<file path="src/rtl/lcd_pkg.sv">
// Shared types and constants for the HD44780 write controller.
package lcd_pkg;

  typedef enum logic [2:0] {
    PWRUP,
    INIT,
    IDLE,
    SETUP,
    ENH,
    HOLD,
    EXEC
  } lcd_state_e;

  localparam int unsigned INIT_LEN = 5;
  localparam logic [7:0] INIT_ROM [INIT_LEN] = '{8'h38, 8'h38, 8'h0C, 8'h01, 8'h06};

  localparam logic [7:0] LCD_CLEAR = 8'h01;
  localparam logic [7:0] LCD_HOME  = 8'h02;

  typedef struct packed {
    logic       rs;
    logic [7:0] data;
  } lcd_req_t;

  // Clear (0x01) and home (0x02/0x03) need the long execute time.
  function automatic logic is_long_cmd(input lcd_req_t req);
    return !req.rs && ((req.data == LCD_CLEAR) || (req.data[7:1] == LCD_HOME[7:1]));
  endfunction

endpackage

</file>
<file path="src/rtl/lcd_req_fifo.sv">
// Synchronous request FIFO; a pop frees an entry for a push in the same cycle.
module lcd_req_fifo
  import lcd_pkg::*;
#(
  parameter int unsigned DEPTH = 4
) (
  input  logic                     clk,
  input  logic                     rst,
  input  logic                     push,
  input  lcd_req_t                 din,
  input  logic                     pop,
  output lcd_req_t                 head_c,
  output logic                     full,
  output logic                     empty,
  output logic [$clog2(DEPTH):0]   count
);

  localparam int unsigned PTR_W   = $clog2(DEPTH);
  localparam int unsigned COUNT_W = PTR_W + 1;

  lcd_req_t             mem [DEPTH];
  logic [PTR_W-1:0]     wr_ptr;
  logic [PTR_W-1:0]     rd_ptr;
  logic [COUNT_W-1:0]   count_next;
  logic                 do_push;
  logic                 do_pop;

  assign do_pop  = pop && !empty;
  assign do_push = push && (!full || do_pop);
  assign head_c  = mem[rd_ptr];

  always_comb begin
    count_next = count + COUNT_W'(do_push) - COUNT_W'(do_pop);
  end

  always_ff @(posedge clk) begin
    if (rst) begin
      wr_ptr <= '0;
      rd_ptr <= '0;
      count  <= '0;
      full   <= 1'b0;
      empty  <= 1'b1;
    end else begin
      if (do_push) wr_ptr <= wr_ptr + PTR_W'(1);
      if (do_pop)  rd_ptr <= rd_ptr + PTR_W'(1);
      count <= count_next;
      full  <= (count_next == COUNT_W'(DEPTH));
      empty <= (count_next == '0);
    end
  end

  // Storage needs no reset; pointers define validity.
  always_ff @(posedge clk) begin
    if (do_push) mem[wr_ptr] <= din;
  end

endmodule

</file>
<file path="src/rtl/lcd_ctrl.sv">
// Queues LSU writes and replays them to an HD44780 LCD after a power-on
// init sequence, generating setup/enable/hold/execute timing.
module lcd_ctrl
  import lcd_pkg::*;
#(
  parameter int unsigned T_POWERUP   = 750000,
  parameter int unsigned T_SETUP     = 4,
  parameter int unsigned T_EN        = 12,
  parameter int unsigned T_HOLD      = 2,
  parameter int unsigned T_EXEC      = 1850,
  parameter int unsigned T_EXEC_LONG = 76000,
  parameter int unsigned FIFO_DEPTH  = 4,
  parameter int unsigned CNT_W       = 20
) (
  input  logic        clk_i,
  input  logic        rst_i,
  input  logic        req_valid_i,
  input  logic [9:0]  req_data_i,
  output logic        req_ready_o,
  output logic [7:0]  lcd_data_o,
  output logic        lcd_rs_o,
  output logic        lcd_rw_o,
  output logic        lcd_en_o,
  output logic        lcd_on_o,
  output logic        busy_o,
  output logic [31:0] status_o
);

  localparam int unsigned COUNT_W = $clog2(FIFO_DEPTH) + 1;
  localparam int unsigned IDX_W   = $clog2(INIT_LEN);

  lcd_state_e          state;
  lcd_state_e          state_next;
  logic [CNT_W-1:0]    timer;
  logic [CNT_W-1:0]    timer_next;
  logic [CNT_W-1:0]    exec_last;
  logic [IDX_W-1:0]    idx;
  logic [IDX_W-1:0]    idx_next;
  logic                init_done;
  logic                init_done_next;
  lcd_req_t            out_req;
  lcd_req_t            out_req_next;
  logic                en_next;
  logic                overflow;

  lcd_req_t            req_in;
  lcd_req_t            head_c;
  logic                push;
  logic                pop;
  logic                full;
  logic                empty;
  logic [COUNT_W-1:0]  fifo_count;
  logic                unused_rsvd;

  assign req_in      = {req_data_i[9], req_data_i[7:0]};
  assign unused_rsvd = req_data_i[8];

  assign req_ready_o = (!full || pop) && !rst_i;
  assign push        = req_valid_i && req_ready_o;

  lcd_req_fifo #(
    .DEPTH (FIFO_DEPTH)
  ) u_fifo (
    .clk    (clk_i),
    .rst    (rst_i),
    .push   (push),
    .din    (req_in),
    .pop    (pop),
    .head_c (head_c),
    .full   (full),
    .empty  (empty),
    .count  (fifo_count)
  );

  assign exec_last = is_long_cmd(out_req) ? CNT_W'(T_EXEC_LONG - 1) : CNT_W'(T_EXEC - 1);

  // Next-state, timer and output-latch logic; each phase lasts exactly its parameter.
  always_comb begin
    state_next     = state;
    timer_next     = timer + CNT_W'(1);
    idx_next       = idx;
    init_done_next = init_done;
    out_req_next   = out_req;
    pop            = 1'b0;
    unique case (state)
      PWRUP: if (timer == CNT_W'(T_POWERUP - 1)) state_next = INIT;
      INIT: begin
        out_req_next.rs   = 1'b0;
        out_req_next.data = INIT_ROM[idx];
        state_next        = SETUP;
      end
      IDLE: begin
        if (!empty) begin
          pop          = 1'b1;
          out_req_next = head_c;
          state_next   = SETUP;
        end
      end
      SETUP: if (timer == CNT_W'(T_SETUP - 1)) state_next = ENH;
      ENH:   if (timer == CNT_W'(T_EN - 1))    state_next = HOLD;
      HOLD:  if (timer == CNT_W'(T_HOLD - 1))  state_next = EXEC;
      EXEC: begin
        if (timer == exec_last) begin
          if (init_done) begin
            state_next = IDLE;
          end else if (idx == IDX_W'(INIT_LEN - 1)) begin
            init_done_next = 1'b1;
            state_next     = IDLE;
          end else begin
            idx_next   = idx + IDX_W'(1);
            state_next = INIT;
          end
        end
      end
      default: state_next = PWRUP;
    endcase
    if ((state_next != state) || (state == IDLE)) timer_next = '0;
    en_next = (state_next == ENH);
  end

  always_ff @(posedge clk_i) begin
    if (rst_i) begin
      state     <= PWRUP;
      timer     <= '0;
      idx       <= '0;
      init_done <= 1'b0;
      out_req   <= '0;
      lcd_en_o  <= 1'b0;
      lcd_on_o  <= 1'b0;
      overflow  <= 1'b0;
    end else begin
      state     <= state_next;
      timer     <= timer_next;
      idx       <= idx_next;
      init_done <= init_done_next;
      out_req   <= out_req_next;
      lcd_en_o  <= en_next;
      lcd_on_o  <= 1'b1;
      if (req_valid_i && !req_ready_o) overflow <= 1'b1;
    end
  end

  assign lcd_data_o = out_req.data;
  assign lcd_rs_o   = out_req.rs;
  assign lcd_rw_o   = 1'b0;

  assign busy_o   = (state != IDLE) || !empty;
  assign status_o = {busy_o, init_done, overflow, 26'd0, 3'(fifo_count)};

endmodule
</file>
<file path="config.mk">
export PLATFORM = sky130hd
export DESIGN_NAME = lcd_ctrl
export DESIGN_NICKNAME = d
export VERILOG_FILES = /design/src/rtl/lcd_pkg.sv /design/src/rtl/lcd_req_fifo.sv /design/src/rtl/lcd_ctrl.sv
export SDC_FILE = /design/constraint.sdc
export NUM_CORES = 1
export LEC_CHECK = 0
export CORE_MARGIN = 2
export CORE_UTILIZATION = 61
export CTS_BUF_LIST = sky130_fd_sc_hd__clkbuf_2 sky130_fd_sc_hd__clkbuf_4 sky130_fd_sc_hd__clkbuf_8
export CTS_CLUSTER_SIZE = 28
export DETAILED_ROUTE_END_ITERATION = 8
export PLACE_DENSITY = 0.88
export REMOVE_ABC_BUFFERS = 1
export SETUP_SLACK_MARGIN = 0.2
export SYNTH_ARGS = -nofsm -noshare
export SYNTH_HDL_FRONTEND = slang
export SYNTH_SLANG_ARGS = --single-unit
</file>
<file path="constraint.sdc">
create_clock -name clk_i -period 5.1 [get_ports clk_i]
set_input_delay 1.275 -clock clk_i [delete_from_list [all_inputs] [get_ports clk_i]]
set_output_delay 1.275 -clock clk_i [all_outputs]
set_load 0.005 [all_outputs]
</file>
Word level (Yosys, flattened, before mapping) --
Memory sizes are Yosys's and may differ from the RTL's. A register that Yosys moved wholly into a read port is not among the register bits. Index checks and enable logic that the tools add are counted.
Storage, ports and cells: ROM bits 64, register bits 48, output and inout bits 46, memories 2, logic and storage cells 91, bits of input ports 13, bits in writable memories 36
Operators by class: eq/ne operators 19, order comparisons 1, bitwise operators 3, mux-type cells 23, add/sub/neg operators 6, reductions and logical operators 23
Memory list:
- (no name shown) | depth 8, bits a word 8, rd ports 1, clocked after Yosys merged registers in 0, write ports 0, RTL line lcd_ctrl.sv:89 | out_req_next.data = INIT_ROM[idx];
- u_fifo.mem | depth 4, bits a word 9, rd ports 1, clocked after Yosys merged registers in 1, write ports 1, RTL line lcd_req_fifo.sv:21 | lcd_req_t mem [DEPTH];
Operators by type and width (count):
- $pmux W3 S7 | 1
- $add A20 B1 Y20 const B | 1
- $eq A20 B1 Y1 const B | 1
- $eq A20 B17 Y1 | 1
- $eq A20 B2 Y1 const B | 1
- $eq A20 B20 Y1 const B | 1
- $eq A20 B4 Y1 const B | 1
- $eq A3 B3 Y1 const B | 6
- $mux W3 | 6
- $pmux W9 S2 | 1
- $mux W17 | 1
- $mux W8 | 2
- $mux W9 | 1
- $eq A8 B1 Y1 const B | 1
- $mux W2 | 4
- $eq A7 B1 Y1 const B | 1
- $mux W1 | 7
- $eq A3 B2 Y1 const B | 2
- $logic_and A1 B1 Y1 | 6
- $logic_not A3 Y1 | 2
- $logic_not A1 Y1 | 5
- $logic_or A1 B1 Y1 | 5
- $add A2 B1 Y2 const B | 2
- $ge A4 B4 Y1 const B | 1
- other kinds (13) | 15

Logic depth before layout (Yosys ltp) --
depth in word-level cells 10, mapped depth 12, mapped depth without buffers 11

By module --
Synthesis repeated with hierarchy kept, for this count alone.
Second synthesis, totals: cell total of the unflattened synthesis 388, area, all modules 4240.3 µm²
Modules (own cells, without submodules):
- lcd_ctrl | times used 1, area an instance 2418.6 µm², sequential area each 780.7 µm², cells each 290
- lcd_req_fifo | times used 1, area an instance 1821.7 µm², sequential area each 1301.2 µm², cells each 98

Worst setup path after synthesis --
Ideal clock, no wire load.
kind input port to flip-flop, from input port rst_i, to register u_fifo.full, cell stages on the path 10, slack 2.009 ns, library setup time 0.115 ns, data required time 4.985 ns, arrival time 2.975 ns, path buffers 2, cells stage by stage clkbuf_1 > a21oi_1 > and2_1 > clkbuf_1 > ha_1 > inv_1 > fa_1 > xnor2_1 > nor2_1 > and3_1
On the way: word-level cells in the longest chain between the ends 7
RTL lines:
- start, declared | RTL line lcd_ctrl.sv:16 | input logic rst_i,
- $logic_not A1 Y1 | RTL line lcd_ctrl.sv:58 | assign req_ready_o = (!full || pop) && !rst_i;
- $logic_and A1 B1 Y1 | RTL line lcd_ctrl.sv:58
- via req_ready_o | RTL line lcd_ctrl.sv:19 | output logic req_ready_o,
- $logic_and A1 B1 Y1 | RTL line lcd_ctrl.sv:59 | assign push = req_valid_i && req_ready_o;
- $logic_and A1 B1 Y1 | RTL line lcd_req_fifo.sv:29 | assign do_push = push && (!full || do_pop);
- via u_fifo.do_push | RTL line lcd_req_fifo.sv:25 | logic do_push;
- $add A3 B1 Y3 | RTL line lcd_req_fifo.sv:33 | count_next = count + COUNT_W'(do_push) - COUNT_W'(do_pop);
- $sub A3 B1 Y3 | RTL line lcd_req_fifo.sv:33
- $eq A3 B3 Y1 | RTL line lcd_req_fifo.sv:47 | full <= (count_next == COUNT_W'(DEPTH));
- end signal, assigned | RTL line lcd_req_fifo.sv:47
- end, declared | RTL line lcd_req_fifo.sv:13 | output logic full,
The timed path passes the listed nets, and every way through them passes these cells. A chain may end at the register's enable or synchronous reset.

Worst setup path in the final report --
from input port rst_i, to output port req_ready_o
On the way: word-level cells in the longest chain between the ends 2
RTL lines (RTL line):
- $logic_not A1 Y1 | lcd_ctrl.sv:58
- $logic_and A1 B1 Y1 | lcd_ctrl.sv:58
- end, declared | lcd_ctrl.sv:19
Every way passes these cells.

==> reports/summary.log <==
[routing] number of routed nets with antenna violations 0
[global_route] GR Overflow Total 0
[synthesis] Yosys top cell area share 0.2569
[finish] count of filler cells inserted in the layout 473
[clocking] H-tree depth 3
[power_and_ir_drop] power density of the placed cells 289.0 nW/um2
[global_route] first-pass GRT wire length 13.31 mm
[setup_path] Crit Path Category primary input to output port
[global_route] pin count of the biggest net entering global routing 26
[finish] Finished Cell Area 4592 um2
[setup_path] number of cells on the worst reg-to-reg path 6
[setup_path] critical path required time 3830 ps
[synthesis] most common cell in the netlist sky130_fd_sc_hd__dfxtp_1
[clocking] cts repair resizes 0
[place] placement-stage cell area 4389 um2
[setup_path] sort of element at the start of the critical path primary input
[synthesis] sequential element share of the synthesized area 0.4948
[timing] min cycle time layout 3836 ps
[finish] count of inserted antenna diode cells 0
[synthesis] mapped cell area 4208 um2
[routing] routed vias/inst 5.841
[die] Chip Width 87.06 um
[die] Die Outline Area 7579 um2
[clocking] CTS tree built
[clocking] number of clock sinks 86
[timing] remaining max-slew budget at the tightest pin 0.2742
[status] status finished, final reports clean
[timing] number of hold violations in the final report 0
[timing] final setup skew 8.967 ps
[clocking] CTS Hold Bufs 0
[clocking] number of buffers inserted to repair setup after CTS 0
[finish] area growth from synthesis to layout 9.129%
[place] half-perimeter wire length of the detailed placement result 5.433 mm
[synthesis] number of warning messages in the yosys log 0
[clocking] number of buffers created by CTS 9
[synthesis] number of instances in the synthesized netlist 379
[timing] setup repair after global routing missed its margin no
[timing] pins over their slew limit 0
[global_route] global-route total usage across every layer 0.2302
[clocking] clock-pin slew on the worst setup and hold paths 100 ps
[synthesis] top cells by area in the synthesized netlist sky130_fd_sc_hd__edfxtp_1 (26%), sky130_fd_sc_hd__dfxtp_1 (24%), sky130_fd_sc_hd__buf_4 (5.7%)
[routing] DRC viols 0
[clocking] root buffer cell sky130_fd_sc_hd__clkbuf_8
[worst_hold_path] source of the worst hold timing path init_done
[clocking] clock latency on the worst-skew pair 370 ps
[routing] Vias 2827
[clocking] number of buffers on the longest clock path 2
[synthesis] Post-Syn Area per Cell 11.10 um2
[power_and_ir_drop] Static Leak 1.634 nW
[die] effective utilization at floorplan 0.6263
[finish] number of nets in the layout 426
[place] Port-buffer cells 30
[setup_path] reg2reg setup slack 1770 ps
[routing] Iteration-0 DRC Markers 220
[setup_path] beginning of the critical path rst_i
[synthesis] Synth Register Bits 86
[finish] layout cell share with drive strength beyond 1 0.1213
[timing] Total Neg Setup Slack 0 ps
[global_route] via count of the first global-routing pass 2688
[routing] DR pass1 iterations 5
[setup_path] Max FO, Critical Path 6
[die] floorplan die height 87.06 um
[setup_path] Worst Setup EP req_ready_o
[worst_hold_path] Tightest Hold Check Type flip-flop to flip-flop
[timing] final setup violation count 0
[place] cell total after placement 468
[synthesis] commonest cells in the synthesized netlist sky130_fd_sc_hd__dfxtp_1 (50), sky130_fd_sc_hd__nor2_1 (41), sky130_fd_sc_hd__edfxtp_1 (36)
[setup_path] Critical Path End Type output port
[synthesis] top cell type by total area after synthesis sky130_fd_sc_hd__edfxtp_1
[setup_path] reg2reg start timer[7]
[setup_path] Critical Path AT 2560 ps
[timing] worst-margin pin slew 1089 ps
[synthesis] fraction of registers with async set or reset after synthesis 0
[routing] per-cell routed wire length 16.47 um
[synthesis] Distinct cells, synth 57
[run] count of maximum capacitance violations 0
[power_and_ir_drop] Worst VDD drop 0.2360 mV
[die] placeable core region 6719 um2
[die] number of ports placed on the die boundary 59
[routing] Final Routed Wirelength 7.973 mm
[die] Row Count 30
[setup_path] reg2reg end timer[11]
[global_route] initial antenna violation count 0
[synthesis] Post-synth EDFFs 36
[timing] final clock period utilization by the worst path 0.7521
[timing] highest attainable clock frequency 260.7 MHz
[synthesis] Top FF cell, synth sky130_fd_sc_hd__dfxtp_1
[place] GP Congestion 0.8935
[finish] fin cells 484
## critical path, cell delays in order
cell and delay (ps):
sky130_fd_sc_hd__clkdlybuf4s50_1 410, sky130_fd_sc_hd__a21oi_1 300, sky130_fd_sc_hd__clkdlybuf4s50_1 570
## worst min path at each step
stage | endpoint | slack (ps) | cells after the start
after floorplan | overflow | 460 | 2
after global placement | overflow | 460 | 2
after detailed placement | overflow | 490 | 2
after CTS | overflow | 520 | 2
after global routing | init_done | 540 | 2
final | init_done | 520 | 2
## power by group
part,internal [mW],switching (mW),leakage (nW)
Clock,0.198,0.281,0.105
Combinational,0.0417,0.0492,0.797
Sequential,0.740,0.0172,0.732
Total,0.979,0.348,1.63
## sequential cells by signal (all words and copies together) (netlist names), 2 cells and up, named ones only
| name | cells |
|---|---|
| u_fifo.mem | 36 |
| u_fifo.rd_ptr | 2 |
| u_fifo.count | 3 |
| state | 3 |
| lcd_data_o | 8 |
| u_fifo.wr_ptr | 2 |
| idx | 3 |
| timer | 20 |
## layout by cell type (no fill, tap or decap), types with 13 or more instances in the layout
master and instances:
sky130_fd_sc_hd__dfxtp_1 50, sky130_fd_sc_hd__nor2_1 41, sky130_fd_sc_hd__edfxtp_1 36, sky130_fd_sc_hd__clkdlybuf4s50_1 30, sky130_fd_sc_hd__conb_1 27, sky130_fd_sc_hd__inv_1 16, sky130_fd_sc_hd__nand2_1 13, sky130_fd_sc_hd__nand3_1 13
sky130_fd_sc_hd__ha_1 13
## area by class of cell
type,count,area (um2),area share
Sequential cell,86,2082,0.4534
Multi-Input combinational cell,254,1832,0.3989
Timing Repair Buffer,32,315.3,0.06866
Clock buffer,9,123.9,0.02698
Tap cell,80,100.1,0.02180
Clock inverter,7,78.83,0.01717
Inverter,16,60.06,0.01308
## per-layer routing
layer,track usage,vias up,wire length [um]
li1,-,1340,-
met1,0.3050,1343,3433
met2,0.3650,125,3872
met3,0.05024,19,475
met4,0.1009,0,191
met5,0,-,0
## cells by family after synthesis
group / count (synthesis) / share of synthesized area
compound gates: 49 / 0.09664
flops: 86 / 0.4948
other cells: 1 / 0.0008912
xor+xnor: 24 / 0.04996
fa+ha+maj: 14 / 0.04341
mux: 14 / 0.06036
buf+inv: 65 / 0.09307
simple gates: 126 / 0.1609
## metrics by stage
step	util	setup WS [ps]	total power [mW]	hold slack, ps
floorplan	-	2078	0.8197	460.5
global placement	0.6533	1290	0.8562	458.6
finish	0.6834	1264	1.327	516.0
detailed placement	0.6533	1282	0.8616	486.0
global route	0.6834	1154	1.373	538.7
CTS	0.6834	1264	1.330	516.3
No activity file was read; power rests on OpenSTA's default activity.
